===== src/rtl/ddi_conflict_monitor.sv =====
// Independent safety monitor on the DDI light_state bus: flags unsafe head
// sequences, latches the first cause and holds maintenance until cleared.
module ddi_conflict_monitor #(
  parameter int MIN_YELLOW = 3,
  parameter int ALL_RED    = 2,
  parameter int MAX_STUCK  = 50000,
  parameter int CNT_W      = 16
) (
  input  logic       clk,
  input  logic       rst,
  input  logic [3:0] light_state,
  input  logic       fault_clr,
  output logic       maintenance,
  output logic [2:0] fault_code,
  output logic [3:0] fault_state
);

  typedef enum logic {MONITOR = 1'b0, FAULT = 1'b1} state_t;

  localparam logic [1:0] RED    = 2'b00;
  localparam logic [1:0] GREEN  = 2'b01;
  localparam logic [1:0] YELLOW = 2'b10;
  localparam logic [1:0] BAD    = 2'b11;

  localparam logic [CNT_W-1:0] CNT_MAX = '1;
  localparam logic [CNT_W-1:0] MIN_Y   = CNT_W'(MIN_YELLOW);
  localparam logic [CNT_W-1:0] ALL_R   = CNT_W'(ALL_RED);
  localparam logic [CNT_W-1:0] WD_LIM  = CNT_W'(MAX_STUCK - 1);

  state_t           state_q, state_d;
  logic             maint_q, maint_d;
  logic [2:0]       code_q, code_d;
  logic [3:0]       fstate_q, fstate_d;
  logic [3:0]       prev_q, prev_d;
  logic [CNT_W-1:0] yel_a_q, yel_a_d, yel_b_q, yel_b_d;
  logic [CNT_W-1:0] allred_q, allred_d;
  logic [CNT_W-1:0] stuck_q, stuck_d;

  logic [1:0]       ha, hb, pa, pb;
  logic             chk_conflict, chk_invalid, chk_step, chk_short, chk_clear, chk_wdog;
  logic [2:0]       chk_code;
  logic [CNT_W-1:0] stuck_inc;

  function automatic logic step_ok(input logic [1:0] p, input logic [1:0] c);
    step_ok = (p == c) || (p == RED && c == GREEN) ||
              (p == GREEN && c == YELLOW) || (p == YELLOW && c == RED);
  endfunction

  function automatic logic [CNT_W-1:0] sat_inc(input logic [CNT_W-1:0] v);
    sat_inc = (v == CNT_MAX) ? v : v + 1'b1;
  endfunction

  always_comb begin
    ha = light_state[1:0];
    hb = light_state[3:2];
    pa = prev_q[1:0];
    pb = prev_q[3:2];

    chk_conflict = (ha != RED) && (hb != RED);
    chk_invalid  = (ha == BAD) || (hb == BAD);
    chk_step     = !step_ok(pa, ha) || !step_ok(pb, hb);
    chk_short    = (pa == YELLOW && ha == RED && yel_a_q < MIN_Y) ||
                   (pb == YELLOW && hb == RED && yel_b_q < MIN_Y);
    chk_clear    = (pa == RED && ha == GREEN && allred_q < ALL_R) ||
                   (pb == RED && hb == GREEN && allred_q < ALL_R);
    // Watchdog looks at the count this cycle would produce, so a hold of
    // MAX_STUCK cycles trips on the edge ending the last of them.
    stuck_inc    = sat_inc(stuck_q);
    chk_wdog     = (light_state == prev_q) && (stuck_inc >= WD_LIM);

    if (chk_conflict)     chk_code = 3'b001;
    else if (chk_invalid) chk_code = 3'b010;
    else if (chk_step)    chk_code = 3'b011;
    else if (chk_short)   chk_code = 3'b100;
    else if (chk_clear)   chk_code = 3'b101;
    else if (chk_wdog)    chk_code = 3'b110;
    else                  chk_code = 3'b000;
  end

  always_comb begin
    state_d  = state_q;
    maint_d  = maint_q;
    code_d   = code_q;
    fstate_d = fstate_q;
    prev_d   = prev_q;
    yel_a_d  = yel_a_q;
    yel_b_d  = yel_b_q;
    allred_d = allred_q;
    stuck_d  = stuck_q;

    unique case (state_q)
      MONITOR: begin
        if (chk_code != 3'b000) begin
          state_d  = FAULT;
          maint_d  = 1'b1;
          code_d   = chk_code;
          fstate_d = light_state;
        end else begin
          yel_a_d  = (ha == YELLOW) ? sat_inc(yel_a_q) : '0;
          yel_b_d  = (hb == YELLOW) ? sat_inc(yel_b_q) : '0;
          allred_d = (light_state == 4'b0000) ? sat_inc(allred_q) : '0;
          stuck_d  = (light_state == prev_q) ? stuck_inc : '0;
          prev_d   = light_state;
        end
      end
      FAULT: begin
        // Leave only when the intersection is already all-red.
        if (fault_clr && light_state == 4'b0000) begin
          state_d  = MONITOR;
          maint_d  = 1'b0;
          code_d   = 3'b000;
          fstate_d = 4'b0000;
          prev_d   = 4'b0000;
          yel_a_d  = '0;
          yel_b_d  = '0;
          allred_d = ALL_R;
          stuck_d  = '0;
        end
      end
      default: state_d = MONITOR;
    endcase
  end

  always_ff @(posedge clk) begin
    if (!rst) begin
      state_q  <= MONITOR;
      maint_q  <= 1'b0;
      code_q   <= 3'b000;
      fstate_q <= 4'b0000;
      prev_q   <= 4'b0000;
      yel_a_q  <= '0;
      yel_b_q  <= '0;
      allred_q <= ALL_R;
      stuck_q  <= '0;
    end else begin
      state_q  <= state_d;
      maint_q  <= maint_d;
      code_q   <= code_d;
      fstate_q <= fstate_d;
      prev_q   <= prev_d;
      yel_a_q  <= yel_a_d;
      yel_b_q  <= yel_b_d;
      allred_q <= allred_d;
      stuck_q  <= stuck_d;
    end
  end

  assign maintenance = maint_q;
  assign fault_code  = code_q;
  assign fault_state = fstate_q;

endmodule


===== config.mk =====
export PLATFORM = sky130hd
export DESIGN_NAME = ddi_conflict_monitor
export DESIGN_NICKNAME = d
export VERILOG_FILES = /design/src/rtl/ddi_conflict_monitor.sv
export SDC_FILE = /design/constraint.sdc
export NUM_CORES = 1
export LEC_CHECK = 0
export BUFFER_PORTS_ARGS = -buffer_cell sky130_fd_sc_hd__buf_2
export CORE_MARGIN = 1
export CORE_UTILIZATION = 30
export CTS_CLUSTER_DIAMETER = 40
export CTS_CLUSTER_SIZE = 25
export DETAILED_ROUTE_END_ITERATION = 7
export PLACE_DENSITY = 0.48
export SLEW_MARGIN = 15
export SYNTH_ARGS = -nofsm -noshare
export SYNTH_HDL_FRONTEND = slang
export SYNTH_SLANG_ARGS = --single-unit

===== constraint.sdc =====
create_clock -name clk -period 3.4 [get_ports clk]
set_input_delay 0.17 -clock clk [delete_from_list [all_inputs] [get_ports clk]]
set_output_delay 0.17 -clock clk [all_outputs]
set_load 0.01 [all_outputs]

# Word-level counts from Yosys, hierarchy flattened

Index checks and enable logic that the tools add are counted.
Widths: inputs -> output; s select.

Input bits: 7
Bits in writable memories: 0
Word-level logic and storage cells: 117
Memories: 0
Output and inout port bits: 8
Bits in latches: 0
Bits in registers: 77
Bits in read-only memories: 0

Bitwise operators: 1
Multiplexer cells: 38
Order comparisons: 4
Eq/ne operators: 23
$mul: 0
Div/mod/pow operators: 0
Reduce and logical (&&, ||, !) cells: 38
Add/sub/neg operators: 4
Shift operators: 0

Operators by type and width:

| cell                  | number |
|---|---|
| $mux 16               | 14 |
| $pmux 16 s2           | 4 |
| $add 16x1->16 const B | 4 |
| $eq 16x16->1 const B  | 4 |
| $lt 16x2->1 const B   | 3 |
| $mux 3                | 8 |
| $ge 16x16->1 const B  | 1 |
| $pmux 4 s2            | 2 |
| $logic_and 1x1->1     | 13 |
| $eq 2x2->1 const B    | 6 |
| $mux 4                | 3 |
| $logic_or 1x1->1      | 10 |
| $ne 3x3->1 const B    | 3 |
| $reduce_and 3->1      | 3 |
| $eq 2x1->1 const B    | 4 |
| $logic_not 2->1       | 4 |
| $pmux 3 s2            | 1 |
| $eq 2x2->1            | 2 |
| $eq 4x4->1            | 1 |
| $logic_not 4->1       | 1 |
| $mux 1                | 4 |
| $ne 2x2->1 const B    | 2 |
| $pmux 1 s2            | 2 |
| $reduce_and 2->1      | 2 |
| other kinds (5)       | 7 |

# Depth between registers and ports, before layout

Word-level depth: 13
Depth in mapped cells: 12
Mapped depth without buffers: 10

# Worst setup path before layout

No wires, ideal clock.

Kind: reg2reg
Start point: reg stuck_q[0]
End point: reg allred_q[3]
Path buffers: 1
Stages on the path, launching flop included: 11
Required time: 3.281 ns
Data arrival time: 2.612 ns
Setup time: 0.119 ns
Slack: 0.670 ns
Clock period less this slack: 2.730 ns
Path through: dfxtp_1 ha_1 nand3_4 nor4_4 nand4_4 a211oi_2 a21oi_2 o21ai_4 buf_4 a21oi_1 o221a_2

Longest elaborated chain between the ends: 13
Elaborated cells between the ends (all ways): 14
Those cells by class: add/sub (1); order compare (1); eq/ne (2); mux (7); reduce/logical (3)

RTL lines:

| item                                                 | RTL line | RTL |
|---|---|---|
| start, declared                                      | 37       | `logic [CNT_W-1:0] stuck_q, stuck_d;` |
| start signal, assigned                               | 144      | `stuck_q <= stuck_d;` |
| $add 16x1->16 / $eq 16x16->1 (equally long branches) | 50       | `sat_inc = (v == CNT_MAX) ? v : v + 1'b1;` |
| $mux 16 *                                            | 50       |  |
| $ge 16x16->1 *                                       | 69       | `chk_wdog = (light_state == prev_q) && (stuck_inc >= WD_LIM);` |
| $logic_and 1x1->1 *                                  | 69       |  |
| $mux 3 *                                             | 76       | `else if (chk_wdog) chk_code = 3'b110;` |
| $mux 3 *                                             | 75       | `else if (chk_clear) chk_code = 3'b101;` |
| $mux 3 *                                             | 74       | `else if (chk_short) chk_code = 3'b100;` |
| $mux 3 *                                             | 73       | `else if (chk_step) chk_code = 3'b011;` |
| $mux 3 *                                             | 72       | `else if (chk_invalid) chk_code = 3'b010;` |
| $mux 3 *                                             | 71       | `if (chk_conflict) chk_code = 3'b001;` |
| $reduce_bool 3->1 *                                  | 93       | `if (chk_code != 3'b000) begin` |
| $ne 2x2->1 (no source line) *                        | -        |  |
| $reduce_and 3->1 (no source line) *                  | -        |  |
| end signal, assigned                                 | 143      | `allred_q <= allred_d;` |
| end, declared                                        | 36       | `logic [CNT_W-1:0] allred_q, allred_d;` |

Mark *: on every way between the ends. The rest lies on a longest branch, timed or not.
A chain may end at the register's enable or synchronous reset.

# Final worst setup path

Start point: reg stuck_q[0]
End point: reg stuck_q[4]

Longest elaborated chain between the ends: 13
Elaborated cells between the ends (all ways): 17
Those cells by class: add/sub (1); order compare (1); eq/ne (2); mux (10); reduce/logical (3)

RTL lines:

| item                                                 | RTL line |
|---|---|
| $add 16x1->16 / $eq 16x16->1 (equally long branches) | 50 |
| $mux 16 *                                            | 50 |
| $ge 16x16->1                                         | 69 |
| $logic_and 1x1->1                                    | 69 |
| $mux 3                                               | 76 |
| $mux 3                                               | 75 |
| $mux 3                                               | 74 |
| $mux 3                                               | 73 |
| $mux 3                                               | 72 |
| $mux 3                                               | 71 |
| $reduce_bool 3->1                                    | 93 |
| $ne 2x2->1 (no source line)                          | - |
| $reduce_and 2->1 (no source line)                    | - |

Mark *: on every way between the ends. The rest lies on a longest branch, timed or not. The select of a mux whose other input is x is not followed.

==> results_dict.tcl <==
set metrics [dict create \
    status "finished, final reports clean" \
    criticalPathCategory "reg -> reg" \
    yosysTopAreaCell "sky130_fd_sc_hd__dfxtp_1" \
    die_width_um 131 \
    synth-seq-cells 77 \
    max-cap-violations 0 \
    syn_nets 636 \
    cts_buf_count 9 \
    postRouteWirelength_mm 14.6 \
    postSynth.topFlopCell "sky130_fd_sc_hd__dfxtp_1" \
    num_rows 46 \
    cp_max_fo 17 \
    worst_slew_margin_rel_pct 51.3 \
    antenna_found_initial 2 \
    setup_tns_ns 0 \
    worstMarginPinSlew_ns 0.730 \
    grt_first_pass_wirelength_mm 24.4 \
    postLayoutCoreUtil_pct 34.8 \
    grt_remaining_overflow 0 \
    irDropWorstVdd_mv 0.234 \
    fmaxAchievable_mhz 319 \
    drt_initial_violations 376 \
    clk_path_buf_depth 2 \
    finalHoldViolCount 0 \
    route.vias.total 4943 \
    drc 0 \
    worst_setup_hold_path_clk_slew_ns 0.06 \
    wire_per_inst_um 17.2 \
    cts-root-buf "sky130_fd_sc_hd__clkbuf_16" \
    min-delay-start "light_state[3]" \
    required_ns 3.63 \
    end_kind "register" \
    cts_hold_repair.buffers 0 \
    final_cell_mix "sky130_fd_sc_hd__a21oi_1, sky130_fd_sc_hd__dfxtp_1, sky130_fd_sc_hd__nand2_1" \
    post_synth_main_area_contributors "sky130_fd_sc_hd__dfxtp_1, sky130_fd_sc_hd__a21oi_1, sky130_fd_sc_hd__nand2_1" \
    detailedRoute.firstPassIterationCount 6 \
    layout_min_cycle_time_ns 3.13 \
    worst_hold_path_type "in -> reg" \
    muxShareOfSynthArea_pct 1.84 \
    start_util_pct 31.0 \
    cts_tree "yes" \
    worst_r2r_startpoint "stuck_q[0]" \
    synth_compound_area_share_pct 30.3 \
    clock-skew-final_ns 0.00889 \
    crit_path_start "stuck_q[0]" \
    post_route_cells_drive_above_1_share_pct 13.3 \
    num_io_pins 15 \
    start_kind "register" \
    area_growth_pct 12.2 \
    synthesis.area_mm2 0.00498 \
    yosys_warnings 0 \
    layout.nets 637 \
    core_area_mm2 0.0161 \
    clkLatencyLatePin_ns 0.35 \
    cellLeakagePower_nw 1.99 \
    grt_setup_unrepaired "false" \
    drt-vias-per-instance 5.82 \
    cts.sinks 77 \
    synthCells 625 \
    place_congestion 0.815 \
    pwr_density_cell_mw_per_mm2 381 \
    finalSetupViolations 0 \
    synth_seq_area_share_pct 31.0 \
    post_synth_top_area_share_pct 31.0 \
    grt_util_all_layers_pct 18.3 \
    synth_xor_xnor_area_share_pct 1.76 \
    vias_in_the_first_global_route 4766 \
    postRouteAntennaNets 0 \
    synthAdderAreaFrac_pct 1.23 \
    detailedPlacementHpwl_mm 9.86 \
    synth-edff-count 0 \
    slew_viol_final 0 \
    yosys.cell_types.count 82 \
    ctsHtreeMaxLevel 3 \
    timing.final.crit_share_pct 92.2 \
    fp.dieArea_mm2 0.0171 \
    synth_top_family_by_area "compound AO/OA/AOI/OAI gates" \
    synthSimpleGateAreaFrac_pct 28.8 \
    worst-endpoint-arrival_ns 3.36 \
    io_buffer_count 14 \
    postSynthAreaPerCell_um2 7.96 \
    grt_start_max_net_pins 68 \
    fp.dieH_um 131 \
    ys_async_sr_fraction_pct 0 \
]
[final timing paths]
path / endpoint / slack, ns / cells after the start
setup reg to reg: stuck_q[4] / 0.27 / 10
hold reg to reg: maintenance / 0.46 / 2
setup / recovery: stuck_q[4] / 0.27 / 10
hold / removal: prev_q[3] / 0.18 / 3
[logic make-up (layout without fill, tap and decap cells)]
group / count (synthesis) / count (layout)
mux: 9 / 9
other cells: 0 / 2
simple gates: 255 / 255
compound gates: 213 / 213
buf+inv: 56 / 62
fa+ha+maj: 5 / 5
flops: 77 / 77
xor+xnor: 10 / 10
[cells in the mapped netlist (4+ instances only)]
cell,instances
sky130_fd_sc_hd__nor3_1,15
sky130_fd_sc_hd__and3_1,28
sky130_fd_sc_hd__nand3b_1,7
sky130_fd_sc_hd__a31oi_1,17
sky130_fd_sc_hd__o32ai_1,7
sky130_fd_sc_hd__nor2_1,33
sky130_fd_sc_hd__ha_1,4
sky130_fd_sc_hd__nand2_1,57
sky130_fd_sc_hd__buf_2,9
sky130_fd_sc_hd__o221a_2,16
sky130_fd_sc_hd__o2bb2ai_1,5
sky130_fd_sc_hd__nand4_1,15
sky130_fd_sc_hd__nand2b_1,10
sky130_fd_sc_hd__o22ai_1,17
sky130_fd_sc_hd__mux2i_1,8
sky130_fd_sc_hd__or4_1,5
sky130_fd_sc_hd__dfxtp_1,77
sky130_fd_sc_hd__clkbuf_1,23
sky130_fd_sc_hd__and2_1,10
sky130_fd_sc_hd__a21oi_1,77
sky130_fd_sc_hd__nor4_1,9
sky130_fd_sc_hd__o21ai_0,16
sky130_fd_sc_hd__inv_1,16
sky130_fd_sc_hd__nor4b_1,4
sky130_fd_sc_hd__a211oi_1,6
sky130_fd_sc_hd__a21boi_0,5
sky130_fd_sc_hd__nand3_1,34
sky130_fd_sc_hd__xnor2_1,7
sky130_fd_sc_hd__or3_1,4
sky130_fd_sc_hd__and4_1,7
[report_power, final]
part / internal (mW) / total (mW) / leakage (nW) / switching [mW]
clock: 0.609 / 1.03 / 0.148 / 0.417
sequential: 0.913 / 0.923 / 0.622 / 0.00988
combinational: 0.0603 / 0.175 / 1.22 / 0.115
[per-stage QoR]
step | total power, mW | hold WS, ns | std cells | instance area, um^2 | worst slack (ns)
floorplan | 1.06 | 0.404 | 625 | 4980 | 0.670
global placement | 1.12 | 0.445 | 831 | 5260 | 0.420
detailed placement | 1.12 | 0.453 | 831 | 5260 | 0.304
CTS | 2.16 | 0.162 | 847 | 5570 | 0.282
global route | 2.21 | 0.187 | 847 | 5580 | 0.0144
finish | 2.12 | 0.180 | 849 | 5580 | 0.266
[state kept, by name, indices dropped and copies added, names as in the netlist]
signal and flops:
fault_state 4, allred_q 16, yel_b_q 16, maintenance 1, stuck_q 16, fault_code 3
state_q 1, prev_q 4, yel_a_q 16
[critical path, stage by stage, from the launching register on]
cell and delay, ns:
sky130_fd_sc_hd__dfxtp_1 0.43, sky130_fd_sc_hd__ha_1 0.32, sky130_fd_sc_hd__nand3_4 0.15, sky130_fd_sc_hd__nor4_4 0.36, sky130_fd_sc_hd__buf_4 0.21, sky130_fd_sc_hd__nand2_1 0.05, sky130_fd_sc_hd__a21boi_0 0.32, sky130_fd_sc_hd__o21ai_2 0.16
sky130_fd_sc_hd__o211a_1 0.49, sky130_fd_sc_hd__and3_1 0.29, sky130_fd_sc_hd__a221o_1 0.24
[per-layer routing]
| layer | GRT usage, % | share of wire [%] | vias up |
|---|---|---|---|
| met1 | 23.4 | 47 | 2405 |
| met2 | 29.7 | 47 | 98 |
| met5 | 0 | 0.089 | - |
| li1 | - | - | 2421 |
| met4 | 7.03 | 1.4 | 2 |
| met3 | 4.19 | 4.0 | 17 |
[what timing repair did]
item,CTS,global route
gates resized for setup,0,2
setup endpoints to repair,0,2
setup buffers,0,0
[area by class of cell]
cell class / instances / area [um^2]
fillers: 1671 / 10500
multi-input cells: 492 / 3200
flip-flops and latches: 77 / 1540
well taps: 216 / 270
clock buffers: 11 / 253
repair buffers: 28 / 188
inverters: 18 / 67.6
clock inverters: 5 / 58.8
diodes: 2 / 5.00
No activity file was read; power rests on OpenSTA's default activity.
